$ cat src/rtl/rv_muldiv_pkg.sv
// Shared types for the iterative RV32M/RV64M multiply/divide unit.
//   muldiv_op_e    : func3 encodings of the eight M-extension operations
//   muldiv_state_e : control FSM states
//   muldiv_ctrl_t  : decoded operation controls produced by muldiv_op_dec
package rv_muldiv_pkg;

    typedef enum logic [2:0] {
        F3_MUL    = 3'b000,
        F3_MULH   = 3'b001,
        F3_MULHSU = 3'b010,
        F3_MULHU  = 3'b011,
        F3_DIV    = 3'b100,
        F3_DIVU   = 3'b101,
        F3_REM    = 3'b110,
        F3_REMU   = 3'b111
    } muldiv_op_e;

    typedef enum logic [1:0] {
        IDLE,
        CALC,
        DONE
    } muldiv_state_e;

    // is_rem_or_high selects the remainder for divides and the upper product
    // half for multiplies.
    typedef struct packed {
        logic is_div;
        logic is_rem_or_high;
        logic rs1_signed;
        logic rs2_signed;
    } muldiv_ctrl_t;

endpackage

$ cat src/rtl/muldiv_op_dec.sv
// Combinational func3 decoder for the multiply/divide unit.
//   func3 : M-extension func3 field
//   ctrl  : decoded operation class, result selection and operand signedness
module muldiv_op_dec
    import rv_muldiv_pkg::*;
(
    input  logic [2:0]   func3,
    output muldiv_ctrl_t ctrl
);

    muldiv_op_e op;
    assign op = muldiv_op_e'(func3);

    // NOTE: every output of a combinational block gets a default first so no
    // path through the case can leave it unassigned and infer a latch.
    always_comb begin
        ctrl = '0;
        case (op)
            // The low product half is identical for any signedness, so MUL
            // runs on raw bit patterns.
            F3_MUL:    ctrl = '{is_div: 1'b0, is_rem_or_high: 1'b0, rs1_signed: 1'b0, rs2_signed: 1'b0};
            F3_MULH:   ctrl = '{is_div: 1'b0, is_rem_or_high: 1'b1, rs1_signed: 1'b1, rs2_signed: 1'b1};
            F3_MULHSU: ctrl = '{is_div: 1'b0, is_rem_or_high: 1'b1, rs1_signed: 1'b1, rs2_signed: 1'b0};
            F3_MULHU:  ctrl = '{is_div: 1'b0, is_rem_or_high: 1'b1, rs1_signed: 1'b0, rs2_signed: 1'b0};
            F3_DIV:    ctrl = '{is_div: 1'b1, is_rem_or_high: 1'b0, rs1_signed: 1'b1, rs2_signed: 1'b1};
            F3_DIVU:   ctrl = '{is_div: 1'b1, is_rem_or_high: 1'b0, rs1_signed: 1'b0, rs2_signed: 1'b0};
            F3_REM:    ctrl = '{is_div: 1'b1, is_rem_or_high: 1'b1, rs1_signed: 1'b1, rs2_signed: 1'b1};
            F3_REMU:   ctrl = '{is_div: 1'b1, is_rem_or_high: 1'b1, rs1_signed: 1'b0, rs2_signed: 1'b0};
            default:   ctrl = '0;
        endcase
    end

endmodule

$ cat src/rtl/rv_muldiv_unit.sv
// Iterative RV32M/RV64M multiply/divide unit: shift-add multiply and restoring
// divide on operand magnitudes, one bit per cycle, sign-corrected at the end.
//   clk, rst_n          : clock, synchronous active-low reset
//   flush               : abandon any in-flight operation
//   in_valid / in_ready : operation request handshake (func3, rs1, rs2)
//   out_valid/out_ready : result handshake (result)
//   busy                : operation in CALC or waiting in DONE
module rv_muldiv_unit
    import rv_muldiv_pkg::*;
#(
    parameter int XLEN = 32
) (
    input  logic            clk,
    input  logic            rst_n,
    input  logic            flush,
    input  logic            in_valid,
    output logic            in_ready,
    input  logic [2:0]      func3,
    input  logic [XLEN-1:0] rs1,
    input  logic [XLEN-1:0] rs2,
    output logic            out_valid,
    input  logic            out_ready,
    output logic [XLEN-1:0] result,
    output logic            busy
);

    localparam int CW = $clog2(XLEN);
    localparam logic [CW-1:0] LAST_STEP = CW'(XLEN - 1);
    localparam logic [XLEN-1:0] MIN_NEG = {1'b1, {(XLEN-1){1'b0}}};

    muldiv_state_e   state_q, state_d;
    muldiv_ctrl_t    ctrl_in;
    logic            accept, special;
    logic            rs1_neg, rs2_neg, div_zero, div_ovf;
    logic [XLEN-1:0] rs1_mag, rs2_mag, special_val;

    // hi/lo: running product {hi,lo} with the multiplier shifting out of lo,
    // or remainder (hi) and dividend-shifting-into-quotient (lo) for divides.
    logic            is_div_q, sel_q, neg_q, rem_neg_q;
    logic [XLEN-1:0] hi_q, lo_q, opb_q, result_q;
    logic [CW-1:0]   cnt_q;

    logic [XLEN:0]     mul_sum, div_shift, div_diff;
    logic [XLEN-1:0]   hi_step, lo_step, quo_c, rem_c, corrected;
    logic [2*XLEN-1:0] prod_c;

    muldiv_op_dec u_dec (
        .func3 (func3),
        .ctrl  (ctrl_in)
    );

    assign in_ready  = (state_q == IDLE) && rst_n;
    assign accept    = in_valid && in_ready && !flush;
    assign out_valid = (state_q == DONE);
    assign busy      = (state_q == CALC) || (state_q == DONE);
    assign result    = result_q;

    // Operand conditioning and special-case detection at the accept edge.
    always_comb begin
        rs1_neg  = ctrl_in.rs1_signed && rs1[XLEN-1];
        rs2_neg  = ctrl_in.rs2_signed && rs2[XLEN-1];
        rs1_mag  = rs1_neg ? -rs1 : rs1;
        rs2_mag  = rs2_neg ? -rs2 : rs2;
        div_zero = ctrl_in.is_div && (rs2 == '0);
        div_ovf  = ctrl_in.is_div && ctrl_in.rs1_signed && (rs1 == MIN_NEG) && (rs2 == '1);
        special  = div_zero || div_ovf;
        if (div_zero)
            special_val = ctrl_in.is_rem_or_high ? rs1 : '1;
        else
            special_val = ctrl_in.is_rem_or_high ? '0 : rs1;
    end

    // One iteration step, plus sign correction of the stepped values (used on
    // the final step).
    always_comb begin
        mul_sum   = {1'b0, hi_q} + (lo_q[0] ? {1'b0, opb_q} : '0);
        div_shift = {hi_q, lo_q[XLEN-1]};
        div_diff  = div_shift - {1'b0, opb_q};
        if (is_div_q) begin
            // Remainder stays below the divisor, so a set top bit of the
            // difference can only mean a borrow.
            hi_step = div_diff[XLEN] ? div_shift[XLEN-1:0] : div_diff[XLEN-1:0];
            lo_step = {lo_q[XLEN-2:0], ~div_diff[XLEN]};
        end else begin
            hi_step = mul_sum[XLEN:1];
            lo_step = {mul_sum[0], lo_q[XLEN-1:1]};
        end
        prod_c = neg_q ? -{hi_step, lo_step} : {hi_step, lo_step};
        quo_c  = neg_q ? -lo_step : lo_step;
        rem_c  = rem_neg_q ? -hi_step : hi_step;
        if (is_div_q)
            corrected = sel_q ? rem_c : quo_c;
        else
            corrected = sel_q ? prod_c[2*XLEN-1:XLEN] : prod_c[XLEN-1:0];
    end

    always_comb begin
        state_d = state_q;
        case (state_q)
            IDLE:    if (accept) state_d = special ? DONE : CALC;
            CALC:    if (cnt_q == LAST_STEP) state_d = DONE;
            DONE:    if (out_ready) state_d = IDLE;
            default: state_d = IDLE;
        endcase
        if (flush)
            state_d = IDLE;
    end

    // NOTE: state is updated with non-blocking assignments so every register
    // samples the pre-edge values, independent of statement order.
    always_ff @(posedge clk) begin
        if (!rst_n)
            state_q <= IDLE;
        else
            state_q <= state_d;
    end

    always_ff @(posedge clk) begin
        if (!rst_n) begin
            is_div_q  <= 1'b0;
            sel_q     <= 1'b0;
            neg_q     <= 1'b0;
            rem_neg_q <= 1'b0;
            hi_q      <= '0;
            lo_q      <= '0;
            opb_q     <= '0;
            cnt_q     <= '0;
            result_q  <= '0;
        end else if (flush) begin
            cnt_q    <= '0;
            result_q <= '0;
        end else begin
            case (state_q)
                IDLE: if (accept) begin
                    is_div_q  <= ctrl_in.is_div;
                    sel_q     <= ctrl_in.is_rem_or_high;
                    neg_q     <= rs1_neg ^ rs2_neg;
                    rem_neg_q <= rs1_neg;
                    hi_q      <= '0;
                    lo_q      <= ctrl_in.is_div ? rs1_mag : rs2_mag;
                    opb_q     <= ctrl_in.is_div ? rs2_mag : rs1_mag;
                    cnt_q     <= '0;
                    if (special)
                        result_q <= special_val;
                end
                CALC: begin
                    hi_q  <= hi_step;
                    lo_q  <= lo_step;
                    cnt_q <= cnt_q + CW'(1);
                    if (cnt_q == LAST_STEP)
                        result_q <= corrected;
                end
                default: ;
            endcase
        end
    end

endmodule

$ cat config.mk
export PLATFORM = sky130hd
export DESIGN_NAME = rv_muldiv_unit
export DESIGN_NICKNAME = d
export VERILOG_FILES = /design/src/rtl/rv_muldiv_pkg.sv /design/src/rtl/muldiv_op_dec.sv /design/src/rtl/rv_muldiv_unit.sv
export SDC_FILE = /design/constraint.sdc
export NUM_CORES = 1
export LEC_CHECK = 0
export ABC_CLOCK_PERIOD_IN_PS = 7400
export BUFFER_PORTS_ARGS = -buffer_cell sky130_fd_sc_hd__buf_2
export CORE_MARGIN = 3
export CORE_UTILIZATION = 50
export CTS_CLUSTER_DIAMETER = 80
export DETAILED_ROUTE_END_ITERATION = 12
export PLACE_DENSITY = 0.68
export SLEW_MARGIN = 20
export SYNTH_ARGS = -nofsm -noshare
export SYNTH_HDL_FRONTEND = slang
export SYNTH_SLANG_ARGS = --single-unit
$ cat constraint.sdc
create_clock -name clk -period 7.4 [get_ports clk]
set_input_delay 0 -clock clk [delete_from_list [all_inputs] [get_ports clk]]
set_output_delay 0 -clock clk [all_outputs]
set_load 0.1 [all_outputs]
-- After elaboration in Yosys (flattened, before gate mapping)
Memories as Yosys holds them, arrays and structs flattened.
Index checks and enable logic that the tools add are counted.
- register bits after elaboration: 139
- ROM bits: 32
- bits of input ports: 72
- output and inout bits: 35
- word-level logic and storage cells: 85
- memories kept: 1
- add/sub/neg operators: 8
- equal/unequal tests: 9
- multiplexer cells: 32
- bitwise gates (word level): 4
- reductions and logical operators: 21
- memories (memory ; depth ; bits a word ; read ports ; clocked after Yosys merged registers in ; write ports ; line ; source):
    (name not given) ; 8 ; 4 ; 1 ; 0 ; 0 ; muldiv_op_dec.sv:18 ; case (op)
- operator list (kind ; count):
    $mux W32 ; 21
    $pmux W32 S2 ; 3
    $neg A32 Y32 ; 4
    $eq A32 B32 Y1 const B ; 2
    $mux W64 ; 1
    $neg A64 Y64 ; 1
    $add A32 B32 Y33 ; 1
    $sub A33 B32 Y33 ; 1
    $logic_not A32 Y1 ; 1
    $pmux W5 S2 ; 1
    $logic_and A1 B1 Y1 ; 9
    $reduce_and A3 Y1 ; 3
    $mux W2 ; 4
    $pmux W2 S3 ; 1
    $add A5 B1 Y5 const B ; 1
    $eq A5 B5 Y1 const B ; 1
    $mux W5 ; 1
    $ne A2 B1 Y1 const B ; 2
    $ne A2 B2 Y1 const B ; 2
    $reduce_and A4 Y1 ; 1
    $not A1 Y1 ; 3
    $eq A2 B1 Y1 const B ; 1
    $eq A2 B2 Y1 const B ; 1
    $logic_not A2 Y1 ; 1
    other kinds (6) ; 7

-- Logic depth before layout (Yosys ltp)
- word-level depth: 9
- depth in mapped cells: 22
- gate-level depth less buffers: 21

-- Hierarchy
Synthesis repeated with hierarchy kept, for this count alone.
- cells, all modules: 2204
- area total of the unflattened synthesis: 15956.6 µm²
- by module, submodules not included (module ; times used ; cells an instance ; area each (µm²) ; seq. area each (µm²)):
    rv_muldiv_unit ; 1 ; 2194 ; 15889.0 ; 2782.7
    muldiv_op_dec ; 1 ; 10 ; 67.6 ; 0.0

-- Least setup slack after synthesis
Ideal clock, no wire load.
- path kind: reg2reg
- from: reg lo_q[31]
- to: reg result_q[22], in the netlist result[22]
- setup time: 0.062 ns
- arrival: 4.469 ns
- path slack: 2.869 ns
- stages on the path, launching flop included: 23
- period minus slack after synthesis: 4.531 ns
- cell sequence: dfxtp_1 > inv_1 > ha_1 > inv_1 > fa_1 > a211oi_2 > o211ai_2 > a211oi_4 > nor4_4 > or3_1 > buf_6 > a31oi_4 > ha_1 > nand3_1 > inv_1 > nand3_1 > or3_1 > o21ai_0 > xor2_1 > a211oi_1 > nand2b_1 > mux2i_1 > a221o_1
- word-level cells in the longest chain between the ends: 9
- elaborated cells between the ends (all ways): 16
- those cells by class: add/sub (4); mux (11); bitwise (1)
- ends and longest elaborated chain (element ; line ; source):
    start: declaration ; rv_muldiv_unit.sv:40 ; logic [XLEN-1:0] hi_q, lo_q, opb_q, result_q;
    start signal: assignment ; rv_muldiv_unit.sv:140 ; lo_q <= ctrl_in.is_div ? rs1_mag : rs2_mag;
    start signal: assignment ; rv_muldiv_unit.sv:148 ; lo_q <= lo_step;
    $sub A33 B32 Y33 ; rv_muldiv_unit.sv:78 ; div_diff = div_shift - {1'b0, opb_q};
    $mux W32 / $not A1 Y1 (equally long branches) ; rv_muldiv_unit.sv:82, rv_muldiv_unit.sv:83 ;
    $mux W32 ; rv_muldiv_unit.sv:79 ; if (is_div_q) begin
    $neg A64 Y64, or another cell as far along ; rv_muldiv_unit.sv:88 ; prod_c = neg_q ? -{hi_step, lo_step} : {hi_step, lo_step};
    $mux W64, or another cell as far along ; rv_muldiv_unit.sv:88 ;
    $mux W32 (on tied branches) ; rv_muldiv_unit.sv:94, rv_muldiv_unit.sv:92 ;
    $mux W32 (*) ; rv_muldiv_unit.sv:91 ; if (is_div_q)
    $mux W32 (*) ; rv_muldiv_unit.sv:150 ; if (cnt_q == LAST_STEP)
    $pmux W32 S2 (*) ; rv_muldiv_unit.sv:133 ; case (state_q)
    end signal: assignment ; rv_muldiv_unit.sv:144 ; result_q <= special_val;
    end signal: assignment ; rv_muldiv_unit.sv:151 ; result_q <= corrected;
    end: declaration ; rv_muldiv_unit.sv:40 ;
Every way passes the cells marked *; elsewhere a longest branch is shown, timed or not. The select of a mux whose other input is x is not followed.
A chain may end at the register's enable or synchronous reset.

-- Final worst setup path
- from: reg lo_q[31]
- to: reg result_q[4], in the netlist result[4]
The elaborated chain is that of the path after synthesis.

==> run summary <==
Dpl ws: 1447 ps
Peak supply drop: 0.1737 mV
Die Y: 183.7 microns
Hpwl dp: 53.00 mm
Largest net degree at the start of global routing: 63
Worst stage delay on the critical path: 470 ps
Ant diodes: 0
DRC Markers: 0
Critical Path End: result[4]$_SDFFE_PP0P_
Reg2Reg Depth: 21
Ys async rst share: 0%
CP startpoint: lo_q[31]$_SDFFE_PN0P_
# fillers: 3064
Area grow syn2layout: 8.016%
Crit start category: flip-flop
WL final: 67.18 mm
Die area: 33760 sq um
Port Buffers: 106
EDFF count, synth: 0
FF-to-FF setup slack: 1330 ps
Crit path required time: 7760 ps
Worst Clk Skew: 10.36 ps
Core area: 30830 sq um
Area post-placement: 16460 sq um
CTS root buffer: clkbuf_16
Htree depth: 4
Die W: 183.7 microns
Grt total ovfl: 0
Clk pin slew, worst setup/hold paths: 70 ps
Post-Syn Area per Cell: 7.058 sq um
Final TNS setup: 0 ps
Rows: 64
Util after Layout: 55.35%
Pwr dens: 155.4 nW/um^2
FMAX: 164.9 MHz
Main synth FF type: dfxtp_1
Clock buffer depth: 2
Worst-Margin Slew: 1153 ps
Crit Path Class: flip-flop to flip-flop
Ys Warns: 0
Max-slew violation count: 0
Status: completed
First-pass GRT wire length: 99.58 mm
Post-route clock period utilization: 81.96%
Register area: 2786 sq um
Synth Cell Area: 15800 sq um
Vias in the first global route: 16180
Critical-path cell list: inv_1 -> ha_1 -> inv_1 -> fa_1 -> a211oi_2 -> o211ai_2 -> a211oi_4 -> nor4_4 -> or3_1 -> buf_4 -> a31oi_4 -> ha_1 -> nand3_1 -> or3_1 -> or2_2 -> nand2_1 -> o21ai_0 -> xnor2_1 -> a211oi_1 -> o21ai_0 -> a21oi_1
Iter 0 DRT Violations: 2455
Reg-to-reg critical path endpoint: result[4]$_SDFFE_PP0P_
CP Max Fanout: 19
Crit end category: flip-flop
Final hold violation count: 0
DR vias: 18010
Leading area contributor after synthesis: dfxtp_1
Antenna viol nets, final: 0
Crit path buf inv count: 3
Antenna violations before repair: 2
Rel. slew slack: 22.57%
Post-CTS setup buffer count: 0
Total stage count of the critical path: 21
Tmin final: 6065 ps
Worst EP arrival: 6430 ps
Top-Level Pins: 107
Area of the multi-input gates: 12190 sq um
Most frequent cells after synthesis: 260 x nor2_1, 224 x nand2_1, 193 x a21oi_1
Routed length per instance: 25.26 microns
Final #Nets: 2400
Pre-antenna DRT Iters: 7
Sequential share of the synthesized area: 17.62%
CTS tree: done
Hold Path Class: primary input to flip-flop
GRT Util Overall: 38.29%
Max_cap viols: 0
CTS sink count: 139
Leakage: 6.702 nW
Starting Density: 51.24%
Final worst slack: 1335 ps
Top-area cell type share of the netlist area: 17.62%
GPL Wtd Cong: 1.053
Final instance area: 17060 sq um
# resized after CTS: 0
Most area-consuming cells after synthesis: dfxtp_1 18%, nor2_1 6.2%, a21oi_1 6.1%, ha_1 6.0%, o21ai_0 5.5%
Share of layout cells above drive strength 1: 11.62%
RSZ-0062 raised after global routing: false
Reg2reg start: lo_q[31]$_SDFFE_PN0P_
Top-count cell post-synth: nor2_1
Hold Path Depth: 3
Worst skew pair latency: 450 ps
Flops & latches, synth: 139
Clock buffers created by TritonCTS: 17
DR vias/cell: 6.772
Syn_nets: 2388
# setup viols final: 0
CP max stage cell: a211oi_1
Post-synthesis cell count: 2238
Crit path max-delay family: compound AO/OA/AOI/OAI gates
Distinct cells, synth: 109
where the power goes:
part           total (mW)  internal, mW  switching, mW
Sequential          0.788         0.766         0.0219
Clock               0.870         0.452          0.418
Combinational       0.993         0.296          0.696
area by class of cell:
class                   count  share of cell area, %
flip-flops and latches    139                  16.33
well taps                 396                  2.904
repair buffers            132                  4.304
multi-input cells        1882                  71.42
clock inverters            14                 0.7553
inverters                  78                  1.716
clock buffers              18                  2.574
kinds of logic after synthesis:
kind of cell / after synthesis / share of synthesized area (%)
AO/OA/AOI/OAI: 729 / 31.26
XOR/XNOR: 155 / 8.594
adder cells (fa/ha/maj): 80 / 6.400
buffers and inverters: 217 / 5.489
flip-flops: 139 / 17.62
multiplexers: 66 / 4.396
AND/OR/NAND/NOR: 852 / 26.24
how the worst min path moves through the flow:
stage	start	end	slack, ps
finish	func3[2]	is_div_q$_SDFFE_PN0P_	20
global route	func3[2]	is_div_q$_SDFFE_PN0P_	60
CTS	rs1[5]	result[5]$_SDFFE_PP0P_	10
detailed placement	rst_n	lo_q[1]$_SDFFE_PN0P_	420
global placement	rst_n	lo_q[1]$_SDFFE_PN0P_	420
floorplan	rs1[5]	result[5]$_SDFFE_PP0P_	220
metal layers:
layer  global-route usage [%]  vias up  routed length, microns
li1                         -     8253                       -
met1                    49.61     8530                   27140
met2                    60.01      990                   29320
met3                    8.172      230                    6629
met4                    20.02        4                    4071
met5                        0        -                      23
registers in the layout (all words and copies together) (netlist names):
signal and cells:
cnt_q 5, hi_q 32, is_div_q 1, lo_q 32
neg_q 1, opb_q 32, rem_neg_q 1, result 32
sel_q 1, state_q 2
repair_timing:
action	in CTS	in global routing
hold endpoints to repair	5	0
setup endpoints to repair	0	0
hold buffers	2	0
worst register-to-register path: stages, from the launching register on:
cell and delay, ps:
dfxtp_1 330, inv_1 90, ha_1 170, inv_1 60, fa_1 430, a211oi_2 270, o211ai_2 160, a211oi_4 460
nor4_4 150, or3_1 360, buf_4 250, a31oi_4 390, ha_1 330, nand3_1 210, or3_1 450, or2_2 390
nand2_1 210, o21ai_0 140, xnor2_1 180, a211oi_1 470, o21ai_0 300, a21oi_1 170
through the flow:
stage	instances	power [mW]	hold slack (ps)
CTS	2657	2.615	11.42
floorplan	2238	1.456	217.9
global placement	2623	1.753	415.7
detailed placement	2623	1.758	417.9
finish	2659	2.651	24.78
global route	2659	2.731	56.10
placed cells by master, fill, tap and decap left out, drive strengths merged, types with 19 or more instances in the layout:
| master | netlist | final |
|---|---|---|
| nor3 | 69 | 69 |
| ha | 76 | 76 |
| nand2 | 224 | 224 |
| xnor2 | 86 | 86 |
| nand4 | 32 | 32 |
| nand3 | 58 | 58 |
| a211oi | 46 | 46 |
| or3 | 25 | 25 |
| o21ai | 187 | 187 |
| o211ai | 37 | 37 |
| a222oi | 22 | 22 |
| and2 | 55 | 55 |
| o31ai | 25 | 25 |
| mux2 | 27 | 27 |
| dfxtp | 139 | 139 |
| a21o | 25 | 25 |
| mux2i | 39 | 39 |
| o21a | 22 | 22 |
| nor2 | 261 | 261 |
| nand2b | 20 | 20 |
| a21oi | 194 | 194 |
| xor2 | 69 | 69 |
| buf | 40 | 130 |
| inv | 77 | 85 |
| nor4 | 19 | 19 |
| a22oi | 29 | 29 |
(Power assumes the default switching activity.)
